### src/rtl/flash_vpd_pkg.sv
// Shared definitions for the flash/VPD command-port arbiter.
package flash_vpd_pkg;

   typedef enum logic [1:0] {
      IDLE    = 2'd0,
      GRANT   = 2'd1,
      RELEASE = 2'd2
   } flsh_arb_state_t;

   localparam logic [1:0]  RESP_OKAY     = 2'b00;
   localparam logic [1:0]  RESP_SLVERR   = 2'b10;
   localparam logic [31:0] TIMEOUT_RDATA = 32'hFFFF_FFFF;

endpackage

### src/rtl/flsh_arb_timer.sv
// GRANT-state watchdog: 16-bit counter cleared on grant, counting while enabled.
// Only instantiated when FLASH_CFG_ARB_TIMEOUT_EN is defined.
module flsh_arb_timer #(
   parameter int LIMIT = 65535
) (
   input  logic clk,
   input  logic rst_n,
   input  logic clr,
   input  logic en,
   output logic expired
);

   logic [15:0] cnt_q;

   // Count GRANT cycles; clear takes precedence so every grant starts at zero.
   always_ff @(posedge clk or negedge rst_n) begin
      if (!rst_n)   cnt_q <= '0;
      else if (clr) cnt_q <= '0;
      else if (en)  cnt_q <= cnt_q + 16'd1;
   end

   assign expired = en && (cnt_q == 16'(LIMIT - 1));

endmodule

### src/rtl/flash_cfg_arbiter.sv
// Round-robin arbiter sharing the hold-until-done flash command port between
// the host config path (req0) and the flash-update engine (req1).
// Optional GRANT watchdog: define FLASH_CFG_ARB_TIMEOUT_EN.
module flash_cfg_arbiter
   import flash_vpd_pkg::*;
#(
   parameter int TIMEOUT_CYCLES = 65535
) (
   input  logic        clock_afu,
   input  logic        reset_afu_n,
   input  logic [1:0]  req0_devsel,
   input  logic [13:0] req0_addr,
   input  logic        req0_wren,
   input  logic [31:0] req0_wdata,
   input  logic        req0_rden,
   output logic [31:0] req0_rdata,
   output logic        req0_done,
   output logic [1:0]  req0_bresp,
   output logic [1:0]  req0_rresp,
   input  logic [1:0]  req1_devsel,
   input  logic [13:0] req1_addr,
   input  logic        req1_wren,
   input  logic [31:0] req1_wdata,
   input  logic        req1_rden,
   output logic [31:0] req1_rdata,
   output logic        req1_done,
   output logic [1:0]  req1_bresp,
   output logic [1:0]  req1_rresp,
   output logic [1:0]  cfg_flsh_devsel,
   output logic [13:0] cfg_flsh_addr,
   output logic        cfg_flsh_wren,
   output logic [31:0] cfg_flsh_wdata,
   output logic        cfg_flsh_rden,
   input  logic [31:0] flsh_cfg_rdata,
   input  logic        flsh_cfg_done,
   input  logic [1:0]  flsh_cfg_bresp,
   input  logic [1:0]  flsh_cfg_rresp,
   output logic        arb_busy,
   output logic        arb_owner,
   output logic        arb_timeout_err
);

   flsh_arb_state_t  state_q, state_d;
   logic             last_owner_q;
   logic             owner_q;
   logic [1:0]       done_q;
   logic [1:0][31:0] rdata_q;
   logic [1:0][1:0]  bresp_q, rresp_q;
   logic [1:0]       devsel_q;
   logic [13:0]      addr_q;
   logic [31:0]      wdata_q;
   logic             wren_q, rden_q;

   logic [1:0]       act;
   logic             sel, sel_wren, sel_rden, sel_illegal;
   logic [1:0]       sel_devsel;
   logic [13:0]      sel_addr;
   logic [31:0]      sel_wdata;
   logic             grant, fin_ok, fin_to, expired;

   assign act = {req1_wren | req1_rden, req0_wren | req0_rden};

   // On a tie the requester that did not finish last wins.
   assign sel         = act[1] & (~act[0] | ~last_owner_q);
   assign sel_devsel  = sel ? req1_devsel : req0_devsel;
   assign sel_addr    = sel ? req1_addr   : req0_addr;
   assign sel_wdata   = sel ? req1_wdata  : req0_wdata;
   assign sel_wren    = sel ? req1_wren   : req0_wren;
   assign sel_rden    = sel ? req1_rden   : req0_rden;
   assign sel_illegal = sel_wren & sel_rden;

   assign grant  = (state_q == IDLE) && (|act);
   assign fin_ok = (state_q == GRANT) && flsh_cfg_done;
   assign fin_to = (state_q == GRANT) && !flsh_cfg_done && expired;

`ifdef FLASH_CFG_ARB_TIMEOUT_EN
   logic timeout_err_q;

   flsh_arb_timer #(.LIMIT(TIMEOUT_CYCLES)) u_timer (
      .clk     (clock_afu),
      .rst_n   (reset_afu_n),
      .clr     (grant),
      .en      (state_q == GRANT),
      .expired (expired)
   );

   // Sticky abort flag, cleared only by reset.
   always_ff @(posedge clock_afu or negedge reset_afu_n) begin
      if (!reset_afu_n) timeout_err_q <= 1'b0;
      else if (fin_to)  timeout_err_q <= 1'b1;
   end

   assign arb_timeout_err = timeout_err_q;
`else
   logic unused_timeout;
   assign expired         = 1'b0;
   assign arb_timeout_err = 1'b0;
   assign unused_timeout  = ^TIMEOUT_CYCLES;
`endif

   // State register.
   always_ff @(posedge clock_afu or negedge reset_afu_n) begin
      if (!reset_afu_n) state_q <= IDLE;
      else              state_q <= state_d;
   end

   // Next state; an illegal owner skips GRANT and completes with an error.
   always_comb begin
      state_d = state_q;
      case (state_q)
         IDLE:    if (grant) state_d = sel_illegal ? RELEASE : GRANT;
         GRANT:   if (fin_ok || fin_to) state_d = RELEASE;
         RELEASE: state_d = IDLE;
         default: state_d = IDLE;
      endcase
   end

   // Command launch, completion capture and done pulse routing.
   always_ff @(posedge clock_afu or negedge reset_afu_n) begin
      if (!reset_afu_n) begin
         last_owner_q <= 1'b1;
         owner_q      <= 1'b0;
         done_q       <= '0;
         rdata_q      <= '0;
         bresp_q      <= '0;
         rresp_q      <= '0;
         devsel_q     <= '0;
         addr_q       <= '0;
         wdata_q      <= '0;
         wren_q       <= 1'b0;
         rden_q       <= 1'b0;
      end else begin
         done_q <= '0;
         if (grant) begin
            owner_q <= sel;
            if (sel_illegal) begin
               done_q[sel]  <= 1'b1;
               bresp_q[sel] <= RESP_SLVERR;
               rresp_q[sel] <= RESP_SLVERR;
               last_owner_q <= sel;
            end else begin
               devsel_q <= sel_devsel;
               addr_q   <= sel_addr;
               wdata_q  <= sel_wdata;
               wren_q   <= sel_wren;
               rden_q   <= sel_rden;
            end
         end
         if (fin_ok || fin_to) begin
            wren_q           <= 1'b0;
            rden_q           <= 1'b0;
            done_q[owner_q]  <= 1'b1;
            last_owner_q     <= owner_q;
            rdata_q[owner_q] <= fin_ok ? flsh_cfg_rdata : TIMEOUT_RDATA;
            bresp_q[owner_q] <= fin_ok ? flsh_cfg_bresp : RESP_SLVERR;
            rresp_q[owner_q] <= fin_ok ? flsh_cfg_rresp : RESP_SLVERR;
         end
      end
   end

   assign req0_rdata      = rdata_q[0];
   assign req0_done       = done_q[0];
   assign req0_bresp      = bresp_q[0];
   assign req0_rresp      = rresp_q[0];
   assign req1_rdata      = rdata_q[1];
   assign req1_done       = done_q[1];
   assign req1_bresp      = bresp_q[1];
   assign req1_rresp      = rresp_q[1];
   assign cfg_flsh_devsel = devsel_q;
   assign cfg_flsh_addr   = addr_q;
   assign cfg_flsh_wren   = wren_q;
   assign cfg_flsh_wdata  = wdata_q;
   assign cfg_flsh_rden   = rden_q;
   assign arb_busy        = (state_q != IDLE);
   assign arb_owner       = owner_q;

endmodule

### config.mk
export PLATFORM = sky130hd
export DESIGN_NAME = flash_cfg_arbiter
export DESIGN_NICKNAME = d
export VERILOG_FILES = /design/src/rtl/flash_vpd_pkg.sv /design/src/rtl/flsh_arb_timer.sv /design/src/rtl/flash_cfg_arbiter.sv
export SDC_FILE = /design/constraint.sdc
export NUM_CORES = 1
export LEC_CHECK = 0
export BUFFER_PORTS_ARGS = -buffer_cell sky130_fd_sc_hd__buf_2
export CAP_MARGIN = 20
export CORE_ASPECT_RATIO = 0.8
export CORE_MARGIN = 5
export CORE_UTILIZATION = 51
export CTS_BUF_LIST = sky130_fd_sc_hd__clkbuf_4 sky130_fd_sc_hd__clkbuf_8
export CTS_CLUSTER_SIZE = 14
export DETAILED_ROUTE_END_ITERATION = 12
export HOLD_SLACK_MARGIN = 0.02
export PLACE_DENSITY = 0.86
export SLEW_MARGIN = 20
export SYNTH_ARGS = -nofsm -noshare
export SYNTH_HDL_FRONTEND = slang
export SYNTH_SLANG_ARGS = --single-unit
### constraint.sdc
create_clock -name clock_afu -period 3.2 [get_ports clock_afu]
set_input_delay 0.16 -clock clock_afu [delete_from_list [all_inputs] [get_ports clock_afu]]
set_output_delay 0.16 -clock clock_afu [all_outputs]
set_load 0.02 [all_outputs]
==> flow_metrics.tcl, run 1 <==
set metrics [dict create \
    startpoint_type "flop" \
    hp-class "primary input to flop" \
    grt.total_usage 0.272 \
    synth.distinct_cells 32 \
    numCtsBuffers 17 \
    setup_ws_ps 534 \
    fin_skew_ps 7.94 \
    pin_count 266 \
    fin_cells 935 \
    run_status "finished, final reports clean" \
    portBuffers 264 \
    placement_rows 33 \
    setup_tns_ps 0 \
    initial_core_util 0.524 \
    rsz0062_at_grt "no" \
    p_per_area_nw_per_um2 1030 \
    postCtsResizedCells 0 \
    syn-instance-count 434 \
    syn_area_per_cell_um2 12.5 \
    num_vias 5028 \
    drive_gt1_frac 0.469 \
    leakage_nw 4.13 \
    final_hold_viol_count 0 \
    critPathCaptureType "flop" \
    cap_violations 0 \
    ys_warn_count 0 \
    worst_pin_slew_ps 1020 \
    synth_edf_count 0 \
    drv_slew 0 \
    synthArstFlopShare 1.00 \
    drt_wl_total_um 17600 \
    cts.sinks 128 \
    dr.pass1.iters 5 \
    cts_setup_buffers 0 \
    final_common_cell "buf_2" \
    place_ws_ps 1070 \
    netlist_area_um2 5410 \
    antenna_left 0 \
    path_max_fanout 25 \
    dieWidth_um 125 \
    dieArea_um2 12800 \
    dp_hpwl_um 11000 \
    clock_path_buffers 2 \
    grt_pass1_vias 5570 \
    power_w 0.00843 \
    crit_required_ps 3480 \
    whs_path_depth 3 \
    drtIter0Drc 255 \
    synth.ff_latch_count 128 \
    wl_per_cell_um 18.9 \
    period_minus_slack_ps 2670 \
    cts.clk_slew.worst_paths_ps 70 \
    utilization 0.797 \
    drc 0 \
    grt_max_degree 75 \
    tritoncts "done" \
    worstSkewPairLatency_ps 420 \
    cp.arrival_ps 2950 \
    seq_area_frac_synth 0.592 \
    crit_type "flop to flop" \
    grt_pass1_wl_um 27400 \
    core-area_um2 10300 \
    n_antenna_cell 0 \
    r2r_cells 6 \
    antenna_found_initial 0 \
    die_h_um 102 \
    dp_cells 814 \
    vdd_ir_drop_max_mv 0.644 \
    root_buffer "clkbuf_8" \
    h-tree-depth 4 \
    setup_viol 0 \
    synth_ff_type "dfrtp_1" \
    gp_congestion 0.801 \
    fmax_ghz 0.375 \
    nets 922 \
    maxSlewHeadroom 0.320 \
    areaGrowthSynthToFinish_pct 52.1 \
    grt_overflow 0 \
    final_cell_mix "buf_2 (263), dfrtp_1 (127), dlygate4sd3_1 (90), o21ai_0 (74), mux2_2 (64)" \
    syn-num-nets 573 \
    vias_per_cell 5.38 \
    hold_buffers 88 \
    timing.final.crit_share 0.833 \
]
==> report_power, final <==
part	leakage, nW	switching, W	internal [W]	total (W)
clock	0.232	0.000636	0.00103	0.00166
sequential	1.55	0.000430	0.00243	0.00286
combinational	2.35	0.00239	0.00152	0.00391
total	4.13	0.00346	0.00497	0.00843
==> cell families after synthesis <==
kind of cell,share of synthesized area
AOI/OAI and AO/OA,0.118
and+or+nand+nor,0.0296
muxes,0.224
DFF,0.592
other,0.000693
buffers and inverters,0.0352
==> metal layers <==
layer  GRT usage  up-vias  routed length, um
met1       0.277     2437               6060
li1            -     2249                  -
met4       0.168        0                959
met5           0        -                  0
met2       0.502      261               9470
met3      0.0784       81               1140
==> worst max-delay path: stages (launching register included) <==
cell           delay (ps)
dfstp_2               570
o21ai_1               150
o21ai_4               400
buf_4                 470
mux2i_1               260
dlygate4sd3_1         590
o21ai_1                80
==> sequential cells by signal, indices dropped and copies added (netlist names) <==
name             count
cfg_flsh_addr       14
req1_bresp           2
arb_owner            1
cfg_flsh_rden        1
req0_rdata          32
done_q               2
req1_rdata          32
req0_rresp           2
state_q              2
req1_rresp           2
last_owner_q         1
cfg_flsh_wren        1
req0_bresp           2
cfg_flsh_wdata      32
cfg_flsh_devsel      2
==> final timing paths <==
check	slack [ps]	start	endpoint
min in group asynchronous	340	reset_afu_n	req0_rdata[20]
max	530	last_owner_q	cfg_flsh_wdata[29]
min reg2reg	500	req0_rdata[11]	req0_rdata[11]
min	40	req1_addr[3]	cfg_flsh_addr[3]
max reg2reg	530	last_owner_q	cfg_flsh_wdata[29]
max in group asynchronous	1970	reset_afu_n	last_owner_q
==> stage by stage <==
step	hold slack [ps]	cell area (um2)
floorplan	-136	5410
global route	21.0	8230
global placement	232	6840
CTS	20.5	8210
finish	37.0	8230
detailed placement	249	6840
==> layout make-up <==
class / count / area (um2)
inverters: 6 / 22.5
clock buffers: 18 / 248
repair buffers: 362 / 2300
well taps: 140 / 175
flip-flops and latches: 128 / 3200
clock inverters: 13 / 234
multi-input cells: 268 / 2050
fillers: 606 / 2100
==> Yosys cell counts, drive strengths merged, types with 2 or more instances <==
library cell    n  area (um2)
nor2            7        26.3
and3            2        12.5
a31oi           2        12.5
buf            17         111
o21ai         107         536
mux2i          49         490
nand2b          2        12.5
dfrtp         127        3180
clkbuf         15        56.3
a21oi           3        15.0
nand2          13        48.8
inv             6        22.5
mux2           64         721
o22ai           3        18.8
nand3b          2        15.0
nand3           2        10.0
No activity file was read; power rests on OpenSTA's default activity.
==> inputs of run 2 (changes only) <==
Settings changed: ABC_AREA from default to 1, CORE_UTILIZATION 51 to 48, PLACE_DENSITY 0.86 to 0.8.
Clock period 3.2 ns to 2.7 ns, I/O delays scaled along.
==> run 2 against run 1 <==
Net effect: clock skew increased by 7.3 ps; sequential power rose by 14%; via count is 12% higher; die area increased by 9.4%; register-to-register slack worse by 110 ps; core utilization decreased by 11 points; count of clock-buffer cells in the layout is 1 lower; global-route usage fell by 3.9 points; critical path type unchanged; critical endpoint is now cfg_flsh_addr[3]; largest cell class unchanged; largest power group unchanged.
==> flow_metrics.tcl, run 2 <==
set metrics [dict create \
    portBuffers 264 \
    syn-num-nets 836 \
    final_hold_viol_count 0 \
    path_max_fanout 28 \
    synth_top_area_share 0.565 \
    core-area_um2 11500 \
    grt_max_degree 65 \
    syn-instance-count 697 \
    period_minus_slack_ps 2270 \
    seq_area_frac_synth 0.570 \
    synth.distinct_cells 19 \
    n_antenna_cell 0 \
    crit_required_ps 3060 \
    startpoint_type "flop" \
    fmax_ghz 0.440 \
    drive_gt1_frac 0.310 \
    synth.ff_latch_count 128 \
    fin_cells 1163 \
    dp_hpwl_um 11400 \
    drv_slew 0 \
    antenna_left 0 \
    cts.clk_slew.worst_paths_ps 80 \
    synth.most_common_cell "nand2_1" \
    worstSkewPairLatency_ps 420 \
    vdd_ir_drop_max_mv 0.665 \
    crit_type "flop to flop" \
    grt_use_met3 0.0533 \
    cp.arrival_ps 2630 \
    grt_pass1_wl_um 26100 \
    synth_top_area_cell "dfrtp_1" \
    tritoncts "done" \
    cap_violations 0 \
    crit_chain "o21ai_2 -> nand2_2 -> inv_2 -> buf_4 -> nand2_1 -> nand2_1 -> dlygate4sd3_1 -> nand3_1 -> nand2_1" \
    final_common_cell "nand2_1" \
    gp_congestion 0.835 \
    cp_slowest_stage_delay_ps 540 \
    num_vias 5611 \
    leakage_nw 4.67 \
    intPower_w 0.00487 \
    critPathCaptureType "flop" \
    numCtsBuffers 17 \
    synth_edf_count 0 \
    rsz0062_at_grt "no" \
    cts.sinks 128 \
    clock_path_buffers 2 \
    dp_cells 1078 \
    root_buffer "clkbuf_8" \
    ys_warn_count 0 \
    final_cell_mix "nand2_1 (328), buf_2 (263), dfrtp_1 (127), o21ai_0 (65), nand3_1 (62)" \
    fin_skew_ps 15.2 \
    drc 0 \
    synthArstFlopShare 1.00 \
    netlist_area_um2 5620 \
    run_status "finished, final reports clean" \
    setup_viol 0 \
    comb_power_share 0.473 \
    pin_count 266 \
    grt_busiest_layer "met2" \
    hp-class "primary input to flop" \
    grt_overflow 0 \
    maxSlewHeadroom 0.406 \
    dr.pass1.iters 5 \
    p_per_area_nw_per_um2 1140 \
    drtIter0Drc 301 \
    synthTopCellsByCount "nand2_1 (328), dfrtp_1 (127), o21ai_0 (65)" \
    syn_area_per_cell_um2 8.06 \
    grt_use_met2 0.404 \
    areaGrowthSynthToFinish_pct 40.2 \
    wl_per_cell_um 14.2 \
    power_w 0.00899 \
    crit_top_cell "nand2_1" \
    crit_slowest_cell "dlygate4sd3_1" \
    dieWidth_um 131 \
    setup_tns_ps 0 \
    timing.final.crit_share 0.841 \
    worst_pin_slew_ps 889 \
    grt.total_usage 0.233 \
    grt_pass1_vias 5535 \
    pwr-share-clk 0.165 \
    grt_use_met1 0.282 \
    synth_ff_type "dfrtp_1" \
    h-tree-depth 4 \
    p_seq_frac 0.362 \
    initial_core_util 0.490 \
    die_h_um 107 \
    synthTopCellsByArea "dfrtp_1 (57%), nand2_1 (22%), o21ai_0 (5.8%)" \
    swShare 0.458 \
    vias_per_cell 4.82 \
    p_switching_w 0.00412 \
    antenna_found_initial 0 \
    placement_rows 35 \
    drt_wl_total_um 16500 \
    fill_cells 946 \
    postLayoutCellArea_um2 7880 \
    post_dp_cell_area_um2 6990 \
    nets 1142 \
    dieArea_um2 14000 \
]
==> run 2: worst max-delay path: cells and delay by family, from the launching register on <==
| kind | cells | cell delay [ps] |
|---|---|---|
| compound gates | 1 | 70 |
| buf+inv | 3 | 1240 |
| flops | 1 | 380 |
| simple gates | 5 | 500 |
==> run 2: final timing paths <==
kind	depth (start not counted)	startpoint	endpoint	slack, ps
max	9	last_owner_q	cfg_flsh_addr[3]	430
min	5	req1_addr[8]	cfg_flsh_addr[8]	40
max reg2reg	9	last_owner_q	cfg_flsh_addr[3]	430
min reg2reg	2	cfg_flsh_addr[1]	cfg_flsh_addr[1]	470
max in group asynchronous	3	reset_afu_n	last_owner_q	1760
min in group asynchronous	2	reset_afu_n	cfg_flsh_addr[8]	250
==> run 2: final cells by class <==
cell class | instances | area, um2 | area share
Sequential cell | 128 | 3200 | 0.407
Clock inverter | 14 | 118 | 0.0149
Multi-Input combinational cell | 475 | 1980 | 0.251
Tap cell | 148 | 185 | 0.0235
Inverter | 54 | 203 | 0.0257
Timing Repair Buffer | 327 | 1960 | 0.248
Clock buffer | 17 | 234 | 0.0297
==> run 2: routing by layer <==
metal / share of wire / routed length (um)
met5: 0 / 0
met4: 0.027 / 447
met3: 0.067 / 1100
met2: 0.51 / 8450
met1: 0.39 / 6490
==> run 2: repair_timing <==
action | CTS | global route
setup buffers | 0 | 0
hold buffers | 54 | 0
hold endpoints to repair | 125 | 0
resized for setup | 0 | 0
setup endpoints to repair | 0 | 0
==> run 2: logic make-up after synthesis <==
| group | count (synthesis) | share of synthesized area |
|---|---|---|
| AOI/OAI and AO/OA | 71 | 0.0648 |
| buffers and inverters | 94 | 0.0775 |
| other | 1 | 0.000667 |
| and+or+nand+nor | 403 | 0.287 |
| DFF | 128 | 0.570 |
==> run 2: power by group through the flow <==
stage,sequential [W],combinational [W],clock [W]
global route,0.00336,0.00468,0.00160
floorplan,0.00429,0.00176,0
CTS,0.00326,0.00428,0.00151
detailed placement,0.00327,0.00421,0
global placement,0.00325,0.00411,0
finish,0.00326,0.00425,0.00148
==> run 2: stage by stage <==
step	utilization	setup WS, ps	hold WS (ps)
global route	0.687	247	27.2
CTS	0.687	453	20.3
detailed placement	0.609	783	161
floorplan	-	1320	-161
global placement	0.609	885	158
finish	0.687	429	41.7
